[src/rtl/branch_decode.sv]
// Instruction fetch/decode front end: fetches one word per request, classifies branches
// and supplies the branch target from a small writable lookup table.
module branch_decode #(
    parameter int unsigned IW        = 9,
    parameter int unsigned LUT_DEPTH = 8
) (
    input  logic          CLK,
    input  logic          Init_n,
    input  logic [15:0]   PC,
    output logic          Mem_req,
    output logic [15:0]   Mem_addr,
    input  logic          Mem_valid,
    input  logic [IW-1:0] Mem_rdata,
    input  logic          Stall,
    input  logic          Lut_we,
    input  logic [2:0]    Lut_waddr,
    input  logic [15:0]   Lut_wdata,
    output logic [IW-1:0] Instr,
    output logic          Instr_valid,
    output logic          Advance,
    output logic          Branch_abs,
    output logic          Branch_rel_z,
    output logic          Branch_rel_nz,
    output logic [15:0]   Target,
    output logic          Halt
);

    typedef enum logic [1:0] {StIdle, StReq, StDecode, StHalt} state_e;

    localparam logic [IW-1:0] HaltInstr = IW'(9'b100_000000);

    state_e        state_q, state_d;
    logic [IW-1:0] instr_q, instr_d;
    logic [15:0]   lut_q [LUT_DEPTH];
    logic [2:0]    opcode;
    logic          is_halt;
    logic          branch_any;

    assign opcode  = instr_q[8:6];
    assign is_halt = (instr_q == HaltInstr);
    assign Instr   = instr_q;

    always_ff @(posedge CLK or negedge Init_n) begin
        if (!Init_n) begin
            state_q <= StIdle;
            instr_q <= '0;
        end else begin
            state_q <= state_d;
            instr_q <= instr_d;
        end
    end

    // Decode reads the registered table, so a same-edge write is seen only next cycle.
    always_ff @(posedge CLK or negedge Init_n) begin
        if (!Init_n) begin
            for (int i = 0; i < LUT_DEPTH; i++) begin
                lut_q[i] <= '0;
            end
        end else if (Lut_we) begin
            lut_q[Lut_waddr] <= Lut_wdata;
        end
    end

    always_comb begin
        state_d       = state_q;
        instr_d       = instr_q;
        Mem_req       = 1'b0;
        Mem_addr      = '0;
        Instr_valid   = 1'b0;
        Advance       = 1'b0;
        Branch_abs    = 1'b0;
        Branch_rel_z  = 1'b0;
        Branch_rel_nz = 1'b0;
        Halt          = 1'b0;

        unique case (state_q)
            StIdle: begin
                state_d = StReq;
            end
            StReq: begin
                Mem_req  = 1'b1;
                Mem_addr = PC;
                if (Mem_valid) begin
                    instr_d = Mem_rdata;
                    state_d = StDecode;
                end
            end
            StDecode: begin
                Instr_valid = 1'b1;
                if (!Stall) begin
                    if (is_halt) begin
                        state_d = StHalt;
                    end else begin
                        Advance       = 1'b1;
                        Branch_abs    = (opcode == 3'b101);
                        Branch_rel_z  = (opcode == 3'b110);
                        Branch_rel_nz = (opcode == 3'b111);
                        state_d       = StReq;
                    end
                end
            end
            StHalt: begin
                Halt = 1'b1;
            end
            default: begin
                state_d = StIdle;
            end
        endcase
    end

    assign branch_any = Branch_abs | Branch_rel_z | Branch_rel_nz;
    assign Target     = branch_any ? lut_q[instr_q[2:0]] : 16'h0000;

endmodule

[config.mk]
export PLATFORM = sky130hd
export DESIGN_NAME = branch_decode
export DESIGN_NICKNAME = d
export VERILOG_FILES = /design/src/rtl/branch_decode.sv
export SDC_FILE = /design/constraint.sdc
export NUM_CORES = 1
export LEC_CHECK = 0
export CORE_MARGIN = 4
export CORE_UTILIZATION = 55
export CTS_CLUSTER_DIAMETER = 80
export CTS_CLUSTER_SIZE = 20
export DETAILED_ROUTE_END_ITERATION = 10
export PLACE_DENSITY = 0.81
export REMOVE_ABC_BUFFERS = 1
export SETUP_SLACK_MARGIN = 0.05
export SLEW_MARGIN = 40
export SYNTH_ARGS = -nofsm -noshare
export SYNTH_HDL_FRONTEND = slang
export SYNTH_SLANG_ARGS = --single-unit
[constraint.sdc]
create_clock -name CLK -period 1.92 [get_ports CLK]
set_input_delay 0.192 -clock CLK [delete_from_list [all_inputs] [get_ports CLK]]
set_output_delay 0.192 -clock CLK [all_outputs]
set_load 0.005 [all_outputs]
==> run_results.csv, run 1 <==
group,metric,value,unit
clock_tree,cts_tree,"done",
worst_setup_path,critPathKind,"reg -> out",
yosys,ys.warnings.count,0,
floorplanning,die_height,118,µm
floorplanning,io_pins,97,
yosys,synth-compound-area-share,0.0212,
worst_setup_path,slowest_stage,"or3_4",
power_and_ir_drop,p_per_area,1330,nW/µm²
clock_tree,ctsRootBufferMaster,"clkbuf_16",
yosys,synth_xor_area_frac,0,
sta,hold_viol_final,0,
sta,slew_viol_final,0,
floorplanning,rows,39,
final_layout,final_net_count,641,
route,vias,4342,
yosys,synth.avg_cell_area,15.1,µm²
yosys,synth_top_family_by_area,"multiplexers",
clock_tree,numClockSinks,139,
place,placedCellCount,695,
floorplanning,dieArea,13900,µm²
place,pre_cts_ws,-339,ps
worst_setup_path,worstPathCellList,"inv_1, ha_2, nand2b_1, or3_4, buf_12, o22ai_2, buf_2",
clock_tree,clock_latency,410,ps
power_and_ir_drop,p_leak,4.00,nW
worst_setup_path,cp_slowest_stage_delay,410,ps
floorplanning,initial_core_util,0.570,
run_status,run_status,"finished, violations left",
grt,grt.overflow.total,0,
grt,grt_max_degree,76,
route,dr.pass1.iters,4,
grt,grt_pass1_vias,4790,
clock_tree,clk_pin_slew_worst_paths,60,ps
grt,grt_use_total,0.245,
floorplanning,die_w,118,µm
clock_tree,clockBufferDepth,2,
floorplanning,core_region_area,11600,µm²
worst_setup_path,cp_data_required_time,1730,ps
place,place_congestion,0.944,
clock_tree,htreeDepth,4,
yosys,syn_inst,439,
min_path,hp-class,"in -> async",
worst_setup_path,rr_endpoint,"state_q[1]",
sta,rsz0062_at_grt,"yes",
sta,tightestPinTransition,399,ps
yosys,ys_ff_latch,139,
grt,grt_pass1_wl,26.5,mm
power_and_ir_drop,ir_drop,754,µV
worst_setup_path,r2r-start,"Instr[0]",
sta,maxSlewHeadroom,0.734,
final_layout,diodes,0,
sta,period_share,1.14,
worst_setup_path,reg2reg_slack,30,ps
final_layout,drive_above_1_share,0.550,
final_layout,fillers,679,
worst_setup_path,reg2regPathDepth,10,
route,via_per_inst,5.84,
clock_tree,cts_made_buffers,17,
route,first_iter_violations,246,
worst_setup_path,worst_setup_path_end_kind,"output pin",
route,drc_errors,0,
yosys,seq_area_frac_synth,0.526,
route,ant_nets,0,
sta,finalSetupViolations,16,
yosys,synth_area,6620,µm²
sta,skew,2.62,ps
flow_run,drv_cap,0,
final_layout,final_common_cell,"dfrtp_1",
yosys,synthSimpleGateAreaFrac,0.0491,
route,wl_per_cell,21.9,µm
place,hpwl,10.4,mm
worst_setup_path,cp_max_fo,8,
yosys,synth_cell_types,36,
place,numPortBuffers,96,
yosys,synth-adder-area-share,0.00945,
route,wirelength,16.3,mm
yosys,synth_mux_area_frac,0.348,
final_layout,synthToLayoutAreaGrowth,34.1,%
worst_setup_path,crit_arrival,2000,ps
grt,grt_antenna_before_repair,0,
sta,period_minus_slack,2190,ps
sta,clock.fmax,456,MHz
final_layout,final_cell_mix,"dfrtp_1 (138), mux2_2 (127), clkdlybuf4s50_1 (56)",
sta,fin_ws,-274,ps
worst_setup_path,crit_path_start_kind,"flop",
run_status,violations,"setup timing",
final_layout,instances_no_fill,743,
[worst max-delay path by stage]
stage	depth (start not counted)	end	slack, ps	start
after global placement	6	Target[15]	-320	Stall
after CTS	7	Target[3]	-260	state_q[0]
after global routing	7	Target[8]	-360	state_q[0]
after detailed placement	6	Target[3]	-340	Stall
after floorplan	3	Target[0]	-480	Instr[0]
final	7	Target[8]	-270	state_q[0]
[kinds of logic after synthesis]
kind of cell | after synthesis
flip-flops | 139
AND/OR/NAND/NOR | 43
adder cells (fa/ha/maj) | 5
multiplexers | 169
buffers and inverters | 61
AO/OA/AOI/OAI | 22
[per-stage QoR]
| step | utilization | hold WS [ps] | setup TNS (ps) | total power, mW | instance area (µm²) |
|---|---|---|---|---|---|
| 6_report | 0.764 | 212 | -4020 | 11.8 | 8870 |
| 5_1_grt | 0.764 | 240 | -5540 | 12.4 | 8870 |
| 4_1_cts | 0.760 | 216 | -4030 | 11.7 | 8830 |
| 3_5_place_dp | 0.691 | 87.4 | -6050 | 8.01 | 8020 |
| 3_3_place_gp | 0.691 | 81.4 | -4920 | 7.88 | 8020 |
| 2_1_floorplan | - | -104 | -8230 | 6.31 | 6440 |
[critical path: cells and delay by family (launching register included)]
kind	cells	cell delay, ps
AO/OA/AOI/OAI	1	150
adder cells (fa/ha/maj)	1	180
buffers and inverters	3	380
flip-flops	1	380
AND/OR/NAND/NOR	2	500
[registers in the layout, summed over array words and instances, names as in the netlist]
register and cells:
Instr 9, lut_q 128, state_q 2
[cells in the mapped netlist]
cell type  instances  area, µm²
dfrtp_1          139       3480
mux2_2           127       1430
inv_1             36        135
mux4_2            32        721
and2_1            16        100
o22ai_1           16        100
mux2_4            10        150
buf_2              7       35.0
buf_4              7       52.6
nor2_1             6       22.5
ha_1               5       62.6
buf_6              4       45.0
clkbuf_1           4       15.0
nand2_1            4       15.0
nand4b_2           3       45.0
a21oi_1            2       10.0
nor3b_4            2       37.5
a21boi_0           1       7.51
a21o_1             1       7.51
buf_1              1       3.75
buf_12             1       20.0
clkbuf_2           1       5.00
nand2b_1           1       6.26
nand2b_4           1       13.8
nand4_1            1       6.26
nand4_2            1       12.5
nand4b_1           1       8.76
nor2b_1            1       6.26
nor3_1             1       5.00
nor3_2             1       10.0
nor3_4             1       16.3
nor3b_1            1       7.51
nor4_1             1       6.26
o21ai_0            1       5.00
o32a_1             1       10.0
or3_1              1       6.26
[area by class of cell]
class	count	area, µm²	area share
timing repair buffer	154	1470	0.166
sequential	139	3480	0.392
multi-input combinational	239	3010	0.340
clock inverter	11	145	0.0164
clock buffer	21	450	0.0508
inverter	36	138	0.0155
tap	143	179	0.0202
[where the power goes]
part | internal (mW) | total [mW] | switching (mW) | leakage (nW)
sequential | 3.65 | 4.08 | 0.426 | 1.66
clock | 2.07 | 3.26 | 1.19 | 0.283
combinational | 2.62 | 4.47 | 1.84 | 2.05
total | 8.34 | 11.8 | 3.46 | 4.00
[metal layers]
| metal | GRT usage | part of all wire | up-vias |
|---|---|---|---|
| li1 | - | - | 1895 |
| met5 | 0 | 0 | - |
| met3 | 0.0668 | 0.058 | 28 |
| met1 | 0.321 | 0.42 | 2281 |
| met2 | 0.398 | 0.49 | 138 |
| met4 | 0.0813 | 0.026 | 0 |
[repair_timing]
action	4_1_cts	5_1_grt
endpoints found under the hold margin	64	0
setup endpoints to repair	37	37
hold buffers	1	0
resized for setup	160	28
pin swaps	22	8
gates cloned	0	1
buffers inserted	12	6
(Power assumes the default switching activity.)
==> inputs of run 2 (changes only) <==
--- a/config.mk
+++ b/config.mk
@@ -13,7 +13,6 @@
 export PLACE_DENSITY = 0.81
 export REMOVE_ABC_BUFFERS = 1
 export SETUP_SLACK_MARGIN = 0.05
-export SLEW_MARGIN = 40
 export SYNTH_ARGS = -nofsm -noshare
 export SYNTH_HDL_FRONTEND = slang
 export SYNTH_SLANG_ARGS = --single-unit
==> constraint.sdc (replaced) <==
create_clock -name CLK -period 1.92 [get_ports CLK]
set_input_delay 0.384 -clock CLK [delete_from_list [all_inputs] [get_ports CLK]]
set_output_delay 0.384 -clock CLK [all_outputs]
set_load 0.005 [all_outputs]
==> run 2 against run 1 <==
Net effect: the flow still finishes with violations (setup timing); setup slack lost 200 ps; flip-flop and latch count is the same; largest power group unchanged; maximum frequency shrank 8.4%.
==> run_results.csv, run 2 (synthesis results as in run 1) <==
group,metric,value,unit
clock_tree,cts_tree,"done",
clock_tree,numClockSinks,139,
route,dr.pass1.iters,4,
final_layout,top_register,"lut_q",
route,wl_per_cell,24.4,µm
final_layout,diodes,0,
clock_tree,htreeDepth,4,
worst_setup_path,crit_arrival,2010,ps
final_layout,largest_reg_flops,128,
sta,skew,5.28,ps
route,vias,4515,
floorplanning,die_height,118,µm
place,numPortBuffers,96,
power_and_ir_drop,p_leak,4.14,nW
grt,grt.overflow.total,0,
power_and_ir_drop,ir_drop,668,µV
worst_setup_path,critPathKind,"reg -> out",
grt,grt_max_degree,47,
floorplanning,dieArea,13900,µm²
sta,finalSetupViolations,34,
floorplanning,core_region_area,11600,µm²
sta,period_minus_slack,2400,ps
clock_tree,cts_made_buffers,17,
sta,fin_hold_ws,461,ps
clock_tree,clock_latency,410,ps
min_path,hp-class,"in -> async",
sta,tns,-10290,ps
grt,grt_use_total,0.272,
worst_setup_path,slowest_stage,"or3_4",
worst_setup_path,cp_data_required_time,1540,ps
power_and_ir_drop,p_per_area,1390,nW/µm²
power_and_ir_drop,finalPower,12.9,mW
route,first_iter_violations,264,
final_layout,final_common_cell,"dfrtp_1",
grt,grt_pass1_wl,28.7,mm
run_status,violations,"setup timing",
sta,slew_viol_final,0,
final_layout,synthToLayoutAreaGrowth,40.5,%
route,wirelength,18.5,mm
grt,grt_antenna_before_repair,0,
worst_setup_path,cp_slowest_stage_delay,420,ps
sta,clock.fmax,417,MHz
floorplanning,initial_core_util,0.570,
final_layout,final_cell_mix,"dfrtp_1 (138), mux2_2 (127), clkdlybuf4s50_1 (54)",
worst_setup_path,cp.buffers_inverters,3,
route,ant_nets,0,
clock_tree,ctsRootBufferMaster,"clkbuf_16",
worst_setup_path,worstSetupStartpoint,"state_q[0]",
clock_tree,clk_pin_slew_worst_paths,60,ps
clock_tree,clockBufferDepth,2,
sta,hold_viol_final,0,
final_layout,drive_above_1_share,0.613,
worst_setup_path,worstPathCellList,"inv_2, ha_4, nand2b_4, or3_4, buf_16, o22ai_4, buf_2",
sta,tightestPinTransition,502,ps
sta,rsz0062_at_grt,"yes",
flow_run,drv_cap,0,
worst_setup_path,cp_max_fo,8,
floorplanning,rows,39,
sta,maxSlewHeadroom,0.662,
route,via_per_inst,5.96,
sta,fin_ws,-476,ps
route,drc_errors,0,
final_layout,final_net_count,656,
worst_setup_path,critPathTopFamily,"simple AND/OR/NAND/NOR gates",
place,hpwl,10.5,mm
worst_setup_path,worst_setup_path_end_kind,"output pin",
run_status,run_status,"finished, violations left",
sta,period_share,1.25,
floorplanning,die_w,118,µm
worst_setup_path,crit_path_start_kind,"flop",
floorplanning,io_pins,97,
worst_setup_path,reg2reg_slack,-220,ps
place,place_congestion,0.957,
worst_setup_path,r2r-start,"Instr[0]",
grt,grt_pass1_vias,5116,
run 2: cell types whose count changed in the layout (fill, tap and decap cells not counted), sizes merged:
cell / delta
buf: +30
clkbuf: -6
dlygate4sd2: -4
clkinv: -3
clkdlybuf4s50: -2
dlymetal6s2s: -2
bufinv: +1
clkinvlp: +1
run 2: through the flow:
stage	std cells	area, µm²	util	worst slack [ps]
2_1_floorplan	414	6440	-	-671
3_3_place_gp	699	8090	0.697	-692
3_5_place_dp	699	8090	0.697	-738
4_1_cts	757	9050	0.779	-496
5_1_grt	758	9300	0.801	-535
6_report	758	9300	0.801	-476
run 2: final timing paths:
| kind | endpoint | cells past startpoint |
|---|---|---|
| max | Target[11] | 7 |
| min | lut_q[55] | 2 |
| max reg2reg | state_q[1] | 11 |
| min reg2reg | lut_q[19] | 1 |
| max in group asynchronous | lut_q[81] | 3 |
| min in group CLK | lut_q[19] | 1 |
run 2: repair_timing:
item / CTS / global route
cloned: 2 / 0
resized for setup: 214 / 70
setup endpoints to repair: 50 / 47
hold buffers: 1 / 0
pin swaps: 19 / 9
endpoints found under the hold margin: 26 / 0
setup buffers: 23 / 7
run 2: where the power goes:
group,switching (mW),internal [mW]
clock network,1.22,2.28
logic,2.17,3.15
registers,0.460,3.65
run 2: per-layer routing:
layer | global-route usage | share of wire | vias to the layer above
met5 | 0 | 0 | -
met4 | 0.108 | 0.030 | 0
met3 | 0.0697 | 0.059 | 35
met2 | 0.460 | 0.52 | 188
met1 | 0.335 | 0.39 | 2364
li1 | - | - | 1928
run 2: layout make-up:
class | instances | area (µm²)
multi-input cells | 239 | 3110
clock inverters | 10 | 164
flip-flops and latches | 139 | 3480
well taps | 143 | 179
fillers | 604 | 2310
clock buffers | 22 | 474
repair buffers | 169 | 1760
inverters | 36 | 138
run 2: worst reg2reg max path, delay by kind of cell (launching register included):
family,cells,cell delay (ps)
AOI/OAI and AO/OA,1,220
buffers and inverters,7,820
DFF,1,410
and+or+nand+nor,3,620
==> inputs of run 3 (changes only) <==
--- a/config.mk
+++ b/config.mk
@@ -10,7 +10,8 @@
 export CTS_CLUSTER_DIAMETER = 80
 export CTS_CLUSTER_SIZE = 20
 export DETAILED_ROUTE_END_ITERATION = 10
-export PLACE_DENSITY = 0.81
+export DONT_BUFFER_PORTS = 1
+export PLACE_DENSITY = 0.7
 export REMOVE_ABC_BUFFERS = 1
 export SETUP_SLACK_MARGIN = 0.05
 export SYNTH_ARGS = -nofsm -noshare
==> run 3 against run 2 <==
Net effect: the run ends with hold timing, setup timing left; non-clock buffer count is 142 lower; clock power is 7.7% lower; register-to-register slack better by 480 ps; largest power group is now sequential cells.
==> run_results.csv, run 3 (synthesis results as in run 1) <==
group,metric,value,unit
place,pre_cts_ws,54.3,ps
place,numPortBuffers,0,
worst_setup_path,crit_path_start_kind,"flop",
sta,rsz0062_at_grt,"yes",
clock_tree,numClockSinks,139,
power_and_ir_drop,p_leak,3.33,nW
clock_tree,cts_tree,"done",
worst_setup_path,crit_arrival,1840,ps
final_layout,synthToLayoutAreaGrowth,16.4,%
route,via_per_inst,5.99,
grt,grt_use_total,0.207,
sta,tightestPinTransition,797,ps
power_and_ir_drop,ir_drop,800,µV
sta,hold_viol_final,139,
final_layout,diodes,0,
worst_setup_path,cp.buffers_inverters,2,
route,first_iter_violations,188,
final_layout,final_common_cell,"dfrtp_1",
route,dr.pass1.iters,4,
worst_setup_path,critPathTopFamily,"simple AND/OR/NAND/NOR gates",
place,place_congestion,0.715,
sta,tns,-4770,ps
grt,grt_pass1_vias,4031,
power_and_ir_drop,p_per_area,1400,nW/µm²
floorplanning,rows,39,
sta,fin_ws,-308,ps
sta,maxSlewHeadroom,0.467,
final_layout,final_net_count,514,
floorplanning,die_height,118,µm
route,vias,3690,
sta,period_share,1.16,
route,drc_errors,0,
sta,skew,1.45,ps
worst_setup_path,reg2reg_slack,260,ps
worst_setup_path,worstPathCellList,"inv_1, ha_1, nand2b_1, or3_4, buf_6, o22ai_4",
grt,grt_max_degree,140,
worst_setup_path,cp_max_fo,5,
final_layout,largest_reg_flops,128,
floorplanning,io_pins,97,
route,ant_nets,0,
route,wl_per_cell,22.1,µm
clock_tree,cts_made_buffers,17,
sta,fin_hold_ws,-332,ps
run_status,violations,"hold timing, setup timing",
run_status,run_status,"finished, violations left",
flow_run,drv_cap,0,
clock_tree,clockBufferDepth,2,
final_layout,final_cell_mix,"dfrtp_1 (138), mux2_2 (127), inv_1 (35)",
grt,grt_pass1_wl,22.3,mm
final_layout,drive_above_1_share,0.541,
worst_setup_path,worst_setup_path_end_kind,"output pin",
sta,clock.fmax,449,MHz
floorplanning,dieArea,13900,µm²
worst_setup_path,cp_slowest_stage_delay,390,ps
worst_setup_path,cp_data_required_time,1540,ps
place,hpwl,8.44,mm
clock_tree,htreeDepth,4,
clock_tree,ctsRootBufferMaster,"clkbuf_16",
grt,grt.overflow.total,0,
sta,period_minus_slack,2230,ps
worst_setup_path,slowest_stage,"or3_4",
route,wirelength,13.6,mm
grt,grt_antenna_before_repair,0,
sta,slew_viol_final,0,
clock_tree,clk_pin_slew_worst_paths,60,ps
power_and_ir_drop,finalPower,10.8,mW
worst_setup_path,critPathKind,"reg -> out",
floorplanning,initial_core_util,0.570,
min_path,hp-class,"in -> async",
final_layout,top_register,"lut_q",
floorplanning,die_w,118,µm
sta,finalSetupViolations,16,
floorplanning,core_region_area,11600,µm²
clock_tree,clock_latency,410,ps
## run 3: changes by cell type in the layout (fill, tap and decap cells not counted), moves of 10 or more
cell / previous run / this run
clkdlybuf4s50_1: 54 / 0
and2_1: 0 / 14
buf_4: 30 / 15
inv_2: 12 / 0
buf_12: 15 / 5
buf_6: 41 / 3
and2_4: 16 / 2
inv_1: 23 / 35
buf_2: 21 / 0
## run 3: final timing paths
check	start	to	cells after the start
min	Init_n	lut_q[58]	0
max in group asynchronous	Init_n	lut_q[3]	0
max	state_q[0]	Target[12]	6
min reg2reg	lut_q[31]	lut_q[31]	1
min in group CLK	Lut_wdata[12]	lut_q[60]	1
max reg2reg	Instr[0]	state_q[1]	7
## run 3: repair_timing
action / in CTS / in global routing
setup endpoints to repair: 33 / 34
gates resized for setup: 33 / 10
cloned: 1 / 1
pin swaps: 2 / 3
hold endpoints to repair: 139 / 139
buffers inserted: 3 / 2
## run 3: cell type report
class / instances / area (µm²)
sequential: 139 / 3480
timing repair buffer: 27 / 317
multi-input combinational: 239 / 3020
clock inverter: 8 / 118
inverter: 36 / 138
fill: 867 / 3910
tap: 143 / 179
clock buffer: 24 / 462
## run 3: worst reg2reg max path: cells and delay by family (launching register included)
family / cells / cell delay, ps
AOI/OAI and AO/OA: 1 / 170
DFF: 1 / 440
and+or+nand+nor: 3 / 540
buffers and inverters: 3 / 440
## run 3: per-stage QoR
stage	util	area, µm²	std cells
floorplan	-	6440	414
global placement	0.589	6840	578
detailed placement	0.589	6840	578
CTS	0.659	7650	614
global route	0.664	7710	616
finish	0.664	7710	616
## run 3: routing by layer
metal,routed length [µm],vias up,GRT usage
met4,119,0,0.0615
met5,0,-,0
li1,-,1634,-
met2,6910,76,0.332
met3,692,12,0.0634
met1,5930,1968,0.275
## run 3: power by group
part / internal, mW / total [mW] / switching (mW)
registers: 3.65 / 4.06 / 0.410
clock network: 2.07 / 3.22 / 1.16
logic: 2.03 / 3.51 / 1.48
